`config.mk`:
```
export PLATFORM = sky130hd
export DESIGN_NAME = pc_stack_unit_flat
export DESIGN_NICKNAME = d
export VERILOG_FILES = /design/src/rtl/pc_stack_unit_if.sv /design/src/rtl/pc_stack_unit.sv /design/src/flat_wrapper.sv
export SDC_FILE = /design/constraint.sdc
export NUM_CORES = 1
export LEC_CHECK = 0
export ABC_CLOCK_PERIOD_IN_PS = 2800
export CORE_ASPECT_RATIO = 0.75
export CORE_MARGIN = 1
export CORE_UTILIZATION = 53
export CTS_CLUSTER_SIZE = 24
export DETAILED_ROUTE_END_ITERATION = 8
export PLACE_DENSITY_LB_ADDON = 0.05
export SLEW_MARGIN = 15
export SYNTH_ARGS = -nofsm -noshare
export SYNTH_HDL_FRONTEND = slang
export SYNTH_SLANG_ARGS = --single-unit
```
`constraint.sdc`:
```
create_clock -name clk -period 2.8 [get_ports clk]
set_clock_uncertainty 0.05 [all_clocks]
set_input_delay 0.56 -clock clk [delete_from_list [all_inputs] [get_ports clk]]
set_output_delay 0.56 -clock clk [all_outputs]
set_load 0.02 [all_outputs]
```
`src/rtl/pc_stack_unit_if.sv`:
```
// Fetch-side bus of the PC/return-stack unit.
// The control inputs go to the PC; the PC, link address and stack status come back.
interface pc_stack_unit_if #(
  parameter int ADDR_W      = 8,
  parameter int STACK_DEPTH = 4,
  localparam int DEPTH_W    = $clog2(STACK_DEPTH + 1)
);
  logic               stall;
  logic [1:0]         select;
  logic [ADDR_W-1:0]  jump_adress;
  logic [ADDR_W-1:0]  pc_out;
  logic [ADDR_W-1:0]  pc_out2;
  logic               stack_empty;
  logic               stack_full;
  logic               stack_err;
  logic [DEPTH_W-1:0] depth;

  modport master (
    output stall, select, jump_adress,
    input  pc_out, pc_out2, stack_empty, stack_full, stack_err, depth
  );
  modport slave (
    input  stall, select, jump_adress,
    output pc_out, pc_out2, stack_empty, stack_full, stack_err, depth
  );
endinterface

```
`src/rtl/pc_stack_unit.sv`:
```
// Program counter with a LIFO return-address stack.
// Supports increment, jump, call and return, plus stall and a sticky stack-error flag.
module pc_stack_unit #(
  parameter int              ADDR_W      = 8,
  parameter int              STACK_DEPTH = 4,
  parameter logic [ADDR_W-1:0] RESET_ADDR = '0,
  localparam int DEPTH_W = $clog2(STACK_DEPTH + 1),
  localparam int IDX_W   = (STACK_DEPTH > 1) ? $clog2(STACK_DEPTH) : 1
) (
  input  logic            clk,
  input  logic            rst,
  pc_stack_unit_if.slave  bus
);
  typedef enum logic [1:0] {OP_INC = 2'b00, OP_JUMP = 2'b01, OP_CALL = 2'b10, OP_RET = 2'b11} op_e;

  logic [ADDR_W-1:0]  r_pc;
  logic [DEPTH_W-1:0] r_sp;
  logic               r_err;
  logic [ADDR_W-1:0]  r_stack [STACK_DEPTH];

  logic [ADDR_W-1:0]  w_pc_inc, w_pc_nxt;
  logic [DEPTH_W-1:0] w_sp_nxt;
  logic               w_err_nxt, w_push, w_full, w_empty;
  logic [IDX_W-1:0]   w_push_idx, w_pop_idx;

  assign w_pc_inc   = r_pc + ADDR_W'(1);
  assign w_full     = (r_sp == DEPTH_W'(STACK_DEPTH));
  assign w_empty    = (r_sp == '0);
  // Both indices only get used when they are in range (not full / not empty).
  assign w_push_idx = IDX_W'(r_sp);
  assign w_pop_idx  = IDX_W'(r_sp - DEPTH_W'(1));

  always_comb begin
    w_pc_nxt  = r_pc;
    w_sp_nxt  = r_sp;
    w_err_nxt = r_err;
    w_push    = 1'b0;
    if (!bus.stall) begin
      unique case (op_e'(bus.select))
        OP_INC:  w_pc_nxt = w_pc_inc;
        OP_JUMP: w_pc_nxt = bus.jump_adress;
        OP_CALL: begin
          if (w_full) begin
            w_pc_nxt  = w_pc_inc;
            w_err_nxt = 1'b1;
          end else begin
            w_push   = 1'b1;
            w_sp_nxt = r_sp + DEPTH_W'(1);
            w_pc_nxt = bus.jump_adress;
          end
        end
        OP_RET: begin
          if (w_empty) begin
            w_pc_nxt  = w_pc_inc;
            w_err_nxt = 1'b1;
          end else begin
            w_sp_nxt = r_sp - DEPTH_W'(1);
            w_pc_nxt = r_stack[w_pop_idx];
          end
        end
      endcase
    end
  end

  always_ff @(posedge clk) begin
    if (rst) begin
      r_pc  <= RESET_ADDR;
      r_sp  <= '0;
      r_err <= 1'b0;
    end else begin
      r_pc  <= w_pc_nxt;
      r_sp  <= w_sp_nxt;
      r_err <= w_err_nxt;
      if (w_push) r_stack[w_push_idx] <= w_pc_inc;
    end
  end

  assign bus.pc_out      = r_pc;
  assign bus.pc_out2     = w_pc_inc;
  assign bus.stack_empty = w_empty;
  assign bus.stack_full  = w_full;
  assign bus.stack_err   = r_err;
  assign bus.depth       = r_sp;
endmodule

```
`src/flat_wrapper.sv`:
```
// flat-port wrapper written by rule: the top's interface ports become plain ports
module pc_stack_unit_flat 
#(
  parameter int              ADDR_W      = 8,
  parameter int              STACK_DEPTH = 4,
  parameter logic [ADDR_W-1:0] RESET_ADDR = '0,
  localparam int DEPTH_W = $clog2(STACK_DEPTH + 1),
  localparam int IDX_W   = (STACK_DEPTH > 1) ? $clog2(STACK_DEPTH) : 1
)
  (clk, rst, bus_stall, bus_select, bus_jump_adress, bus_pc_out, bus_pc_out2, bus_stack_empty, bus_stack_full, bus_stack_err, bus_depth);
  pc_stack_unit_if #(.ADDR_W(ADDR_W), .STACK_DEPTH(STACK_DEPTH)) bus_i ();
  input  logic clk;
  input  logic rst;
  input wire logic [$bits(bus_i.stall)-1:0] bus_stall;
  input wire logic [$bits(bus_i.select)-1:0] bus_select;
  input wire logic [$bits(bus_i.jump_adress)-1:0] bus_jump_adress;
  output wire logic [$bits(bus_i.pc_out)-1:0] bus_pc_out;
  output wire logic [$bits(bus_i.pc_out2)-1:0] bus_pc_out2;
  output wire logic [$bits(bus_i.stack_empty)-1:0] bus_stack_empty;
  output wire logic [$bits(bus_i.stack_full)-1:0] bus_stack_full;
  output wire logic [$bits(bus_i.stack_err)-1:0] bus_stack_err;
  output wire logic [$bits(bus_i.depth)-1:0] bus_depth;
  assign bus_i.stall = bus_stall;
  assign bus_i.select = bus_select;
  assign bus_i.jump_adress = bus_jump_adress;
  assign bus_pc_out = bus_i.pc_out;
  assign bus_pc_out2 = bus_i.pc_out2;
  assign bus_stack_empty = bus_i.stack_empty;
  assign bus_stack_full = bus_i.stack_full;
  assign bus_stack_err = bus_i.stack_err;
  assign bus_depth = bus_i.depth;
  pc_stack_unit #(.ADDR_W(ADDR_W), .STACK_DEPTH(STACK_DEPTH), .RESET_ADDR(RESET_ADDR)) u_core (.clk(clk), .rst(rst), .bus(bus_i));
endmodule
```
==> results of run 1 <==
[metrics by stage]
| stage | cells | setup WS [ns] | hold WS [ns] | cell area [um^2] | total power, uW |
|---|---|---|---|---|---|
| floorplan | 151 | 0.439 | 0.507 | 2120 | 929 |
| global placement | 241 | 0.386 | 0.416 | 2570 | 1040 |
| detailed placement | 241 | 0.280 | 0.421 | 2570 | 1050 |
| CTS | 249 | 0.0303 | 0.440 | 2690 | 1510 |
| global route | 249 | 0.0457 | 0.479 | 2700 | 1570 |
| finish | 249 | 0.155 | 0.439 | 2700 | 1510 |
[worst min-delay path: stages, from the launching register on]
cell	delay, ns
dfxtp_1	0.34
a31oi_1	0.04
nor2_1	0.07
[synth_stat cells, types with 4 or more instances]
cell type	number
a21oi_1	6
a221oi_2	11
a22oi_1	5
and2_1	5
dfxtp_1	12
edfxtp_1	32
ha_1	6
inv_1	11
mux4_2	8
nand3_1	4
nor2_1	5
xnor2_1	4
[state kept, by name, indices dropped and copies added, names as in the netlist]
register / flops
u_core.bus.stack_err: 1
u_core.bus.pc_out: 8
u_core.bus.depth: 3
u_core.r_stack: 32
[final timing paths]
kind                                             end            startpoint
worst max-delay path                  bus_pc_out2[5]  u_core.bus.pc_out[1]
worst min-delay path            u_core.bus.stack_err  u_core.bus.stack_err
worst max register to register  u_core.r_stack[1][2]   u_core.bus.depth[1]
worst min register to register  u_core.bus.stack_err  u_core.bus.stack_err
[power groups by stage]
stage                     registers, uW  logic [uW]  clock network, uW
final                               739         298                476
after global routing                742         318                509
after CTS                           737         297                480
after detailed placement            752         296                  0
after global placement              751         290                  0
after floorplan                     764         165                  0
[cells by family after synthesis]
| logic type | after synthesis | synth area share [%] |
|---|---|---|
| adders and majority gates | 6 | 3.53 |
| DFF | 44 | 56.5 |
| AOI/OAI and AO/OA | 36 | 16.3 |
| and+or+nand+nor | 30 | 7.83 |
| muxes | 9 | 9.01 |
| xor gates and xnor gates | 7 | 2.89 |
| buffers and inverters | 19 | 3.89 |
[final cells by class]
| type | count | area, um^2 | share of cell area (%) |
|---|---|---|---|
| clock buffer | 5 | 68.8 | 2.55 |
| clock inverter | 3 | 42.5 | 1.58 |
| inverter | 12 | 45.0 | 1.67 |
| multi-input combinational | 88 | 846 | 31.4 |
| sequential | 44 | 1200 | 44.6 |
| tap | 52 | 65.1 | 2.41 |
| timing repair buffer | 45 | 425 | 15.8 |
[routing by layer]
layer / global-route usage (%) / part of all wire, % / vias to the layer above
li1: - / - / 671
met1: 38.9 / 48 / 729
met2: 34.4 / 44 / 53
met3: 6.28 / 7.3 / 2
met4: 6.20 / 0.34 / 0
met5: 0 / 0 / -
[what timing repair did]
action / 4_1_cts / 5_1_grt
buffers inserted: 0 / 0
setup endpoints to repair: 0 / 3
resized for setup: 0 / 4
==> impl_metrics.csv, run 1 <==
group,metric,value,unit
die,die_x,75.1,um
final_layout,fin_nets,215,
logic_synthesis,syn-cell-area,2120,um^2
power_and_ir_drop,sw_frac_of_total,25.9,%
die,ios,35,
worst_setup_path,crit_type,"reg2out",
worst_setup_path,critical_path_required,2.19,ns
final_layout,area_growth,26.9,%
hold_path,worstHoldPathCells,2,
routing,drtPass1Iterations,4,
final_layout,nFillCells,258,
routing,first_iter_violations,96,
worst_setup_path,crit_family,"buffers and inverters",
logic_synthesis,synth_cell_types,39,
logic_synthesis,synth_fp_nets,170,
worst_setup_path,reg2reg_depth,6,
logic_synthesis,ys_top_cells_by_area,"edfxtp_1 45%, dfxtp_1 11%, mux4_2 8.5%",
clock_tree,insertion_delay,0.29,ns
power_and_ir_drop,intPower,1120,uW
place,gp_congestion,0.785,
die,core,3760,um^2
clock_tree,clock_sinks,44,
run,cap_violations,0,
place,portBuffers,34,
clock_tree,numCtsBuffers,5,
final_layout,fin_util,71.8,%
timing,finalSetupTns,0,ns
logic_synthesis,synth_top_cell_by_area,"edfxtp_1",
global_routing,grt_pass1_wl,7440,um
logic_synthesis,synth-seq-cells,44,
timing,slew_violations,0,
die,die_h,56.8,um
power_and_ir_drop,clkPwrFrac,31.4,%
worst_setup_path,crit_buf_inv,1,
die,die_area,4270,um^2
timing,slew_headroom,65.3,%
worst_setup_path,worstSetupPathDepth,4,
logic_synthesis,syn_area_per_cell,14.1,um^2
global_routing,antenna_found_initial,0,
power_and_ir_drop,pwr-share-comb,19.7,%
routing,routed_via_density,5.84,
power_and_ir_drop,seqPwrFrac,48.8,%
timing,post-route-period-util,94.5,%
timing,setup_violations,0,
final_layout,diodes,0,
clock_tree,cts_tree,"built",
power_and_ir_drop,cellPowerDensity,561,nW/um^2
worst_setup_path,timing.reg2reg.setup_slack,0.54,ns
worst_setup_path,slowest_stage,"clkdlybuf4s50_1",
power_and_ir_drop,power.net_switching,392,uW
logic_synthesis,seq_area_frac_synth,56.5,%
routing,route.detailed.drc,0,
final_layout,layout_common_cells,"33 x clkdlybuf4s50_1, 32 x edfxtp_1, 11 x inv_1, 11 x a221oi_2, 11 x buf_4",
clock_tree,htree_num_levels,2,
worst_setup_path,critPathMaxFanout,7,
timing,fmax,378,MHz
final_layout,drive_above_1_share,25.4,%
final_layout,final_common_cell,"clkdlybuf4s50_1",
die,start_util,56.6,%
timing,worst_slew_pin_slew,0.516,ns
logic_synthesis,synth_edf_count,32,
outcome,status,"finished, final reports clean",
global_routing,grt_max_degree,18,
power_and_ir_drop,power_leakage,0.000936,uW
routing,detail_route.wl_per_cell,18.8,um
timing,fin_crit,2.64,ns
timing,rsz0062_at_grt,"false",
worst_setup_path,cp_cell_sequence,"nand3_2, o21a_1, or2_2, clkdlybuf4s50_1",
die,core.rowCount,19,
hold_path,min_path_type,"reg2reg",
routing,drtAntennaViolNets,0,
logic_synthesis,synth_ff_type,"edfxtp_1",
worst_setup_path,end_kind,"output port",
routing,vias,1455,
clock_tree,clk_pin_slew,0.08,ns
logic_synthesis,yosys_warnings,0,
worst_setup_path,cp-start-kind,"flip-flop",
global_routing,grt_pass1_vias,1394,
timing,finalHoldViolCount,0,
worst_setup_path,cp_slowest_stage_delay,0.56,ns
power_and_ir_drop,ir_worst_vdd,0.435,mV
place,hpwl,3430,um
worst_setup_path,cp.arrival,2.03,ns
logic_synthesis,async_reset_ff_share,0,%
global_routing,globalRouteOverflowTotal,0,
clock_tree,hold_buffers,0,
clock_tree,clockBufferDepth,2,
clock_tree,cts.root.buffer_cell,"clkbuf_8",
logic_synthesis,netlist.area_leader.share,45.2,%
routing,wirelength,4680,um
global_routing,grt_util_all_layers,24.9,%
logic_synthesis,netlist_instances,151,
Power figures use the tool's default switching activity.
==> inputs of run 2 (changes only) <==
--- a/config.mk
+++ b/config.mk
@@ -8,11 +8,13 @@
 export ABC_CLOCK_PERIOD_IN_PS = 2800
 export CORE_ASPECT_RATIO = 0.75
 export CORE_MARGIN = 1
-export CORE_UTILIZATION = 53
+export CORE_UTILIZATION = 60
 export CTS_CLUSTER_SIZE = 24
 export DETAILED_ROUTE_END_ITERATION = 8
-export PLACE_DENSITY_LB_ADDON = 0.05
+export DONT_BUFFER_PORTS = 1
+export PLACE_DENSITY = 0.86
 export SLEW_MARGIN = 15
 export SYNTH_ARGS = -nofsm -noshare
 export SYNTH_HDL_FRONTEND = slang
 export SYNTH_SLANG_ARGS = --single-unit
+export TNS_END_PERCENT = 10
==> impl_metrics.csv, run 2 (synthesis gave the netlist of run 1 again) <==
group,metric,value,unit
outcome,status,"finished with violations",
outcome,violations,"design-rule violations",
worst_setup_path,cp_cell_sequence,"inv_1, ha_1, and2_1, nor4_1, and2_1",
routing,route.detailed.drc,8,
die,core,3330,um^2
worst_setup_path,timing.reg2reg.setup_slack,0.33,ns
hold_path,hp-start,"rst",
die,start_util,63.7,%
routing,detail_route.wl_per_cell,22.0,um
clock_tree,cts.root.buffer_cell,"clkbuf_8",
clock_tree,insertion_delay,0.30,ns
clock_tree,htree_num_levels,2,
worst_setup_path,slowest_stage,"dfxtp_1",
clock_tree,clock_sinks,44,
timing,fmax,405,MHz
worst_setup_path,endpoint,"u_core.r_stack[2][2]",
global_routing,antenna_found_initial,0,
place,hpwl,3250,um
worst_setup_path,timing.rr.start,"u_core.bus.depth[1]",
global_routing,grt_pass1_wl,6680,um
clock_tree,cts_resized,0,
timing,rsz0062_at_grt,"false",
die,ios,35,
place,post_dp_cell_area,2190,um^2
clock_tree,hold_buffers,0,
timing,worst_slew_pin_slew,0.604,ns
power_and_ir_drop,ir_worst_vdd,0.329,mV
place,portBuffers,0,
worst_setup_path,cp_slowest_stage_delay,0.55,ns
routing,wirelength,4370,um
timing,finalHoldViolCount,0,
power_and_ir_drop,cellPowerDensity,589,nW/um^2
global_routing,grt_max_degree,19,
final_layout,layout_common_cells,"32 x edfxtp_1, 12 x dfxtp_1, 11 x inv_1, 11 x a221oi_2, 8 x mux4_2",
timing,slew_violations,0,
final_layout,final_common_cell,"edfxtp_1",
worst_setup_path,end_kind,"flip-flop",
worst_setup_path,cp-startpoint,"u_core.bus.depth[1]",
power_and_ir_drop,pwr-share-comb,15.2,%
power_and_ir_drop,sw_frac_of_total,27.3,%
final_layout,area_growth,7.07,%
routing,routed_via_density,6.59,
worst_setup_path,critPathMostFrequentCell,"and2_1",
final_layout,drive_above_1_share,27.0,%
hold_path,worstHoldPathCells,1,
worst_setup_path,cp.arrival,2.38,ns
die,die_h,53.5,um
worst_setup_path,rr_endpoint,"u_core.r_stack[2][2]",
clock_tree,cts_tree,"built",
power_and_ir_drop,power.net_switching,366,uW
worst_setup_path,crit_type,"reg2reg",
worst_setup_path,cp-start-kind,"flip-flop",
timing,setup_violations,0,
routing,first_iter_violations,69,
clock_tree,numCtsBuffers,5,
place,gp_congestion,0.752,
final_layout,multi_input_area,841,um^2
timing,post-route-period-util,88.2,%
final_layout,seqCellArea,1200,um^2
clock_tree,clockBufferDepth,2,
final_layout,design_area,2270,um^2
final_layout,nFillCells,225,
die,core.rowCount,18,
die,die_x,70.7,um
run,cap_violations,0,
routing,vias,1311,
worst_setup_path,critPathMaxFanout,8,
final_layout,largest-register,"u_core.r_stack",
die,die_area,3790,um^2
power_and_ir_drop,power_leakage,0.000758,uW
power_and_ir_drop,intPower,975,uW
routing,drtAntennaViolNets,0,
power_and_ir_drop,seqPwrFrac,56.1,%
global_routing,grt_pass1_vias,1269,
timing,finalSetupTns,0,ns
clock_tree,clk_pin_slew,0.08,ns
power_and_ir_drop,clkPwrFrac,28.7,%
final_layout,diodes,0,
global_routing,globalRouteOverflowTotal,0,
hold_path,min_path_type,"in2reg",
timing,slew_headroom,59.4,%
final_layout,fin_nets,177,
worst_setup_path,reg2reg_depth,5,
global_routing,grt_util_all_layers,25.2,%
worst_setup_path,critical_path_required,2.71,ns
clock_tree,postCtsSetupRepairBufs,0,
timing,fin_crit,2.47,ns
final_layout,largest_reg_flops,32,
routing,drtPass1Iterations,6,
-- run 2: worst min-delay path by stage --
stage | to | slack, ns
floorplan | u_core.bus.pc_out[7] | 0.51
global placement | u_core.bus.pc_out[7] | 0.53
detailed placement | u_core.bus.pc_out[7] | 0.54
CTS | u_core.bus.pc_out[6] | 0.26
global route | u_core.bus.pc_out[6] | 0.25
finish | u_core.bus.pc_out[7] | 0.27
-- run 2: routing by layer --
layer	share of wire, %	vias up	track usage, %
met5	0	-	0
met4	0.94	0	8.00
met3	8.6	8	9.74
met2	45	55	38.1
met1	46	653	34.3
li1	-	595	-
-- run 2: final cells by class --
type	count	area share (%)
sequential	44	52.8
clock inverter	2	0.550
multi-input combinational	88	37.0
timing repair buffer	7	2.31
clock buffer	6	3.19
tap	40	2.20
inverter	12	1.98
-- run 2: per-stage QoR --
step	hold WS [ns]	instances	utilization, %	power [uW]	worst slack, ns
floorplan	0.507	151	-	929	0.439
global placement	0.528	191	65.7	959	0.608
detailed placement	0.539	191	65.7	970	0.406
CTS	0.263	199	68.2	1350	0.371
global route	0.252	199	68.2	1390	0.189
finish	0.266	199	68.2	1340	0.331
-- run 2: power groups by stage --
stage / clock [uW] / sequential, uW / combinational [uW]
finish: 385 / 752 / 204
detailed placement: 0 / 766 / 204
global route: 415 / 754 / 221
global placement: 0 / 765 / 195
floorplan: 0 / 764 / 165
CTS: 388 / 751 / 206
-- run 2: worst max-delay path, delay by kind of cell (launching register included) --
family | cells | cell delay [ns]
adders and majority gates | 1 | 0.22
buffers and inverters | 1 | 0.15
DFF | 1 | 0.55
and+or+nand+nor | 3 | 1.16
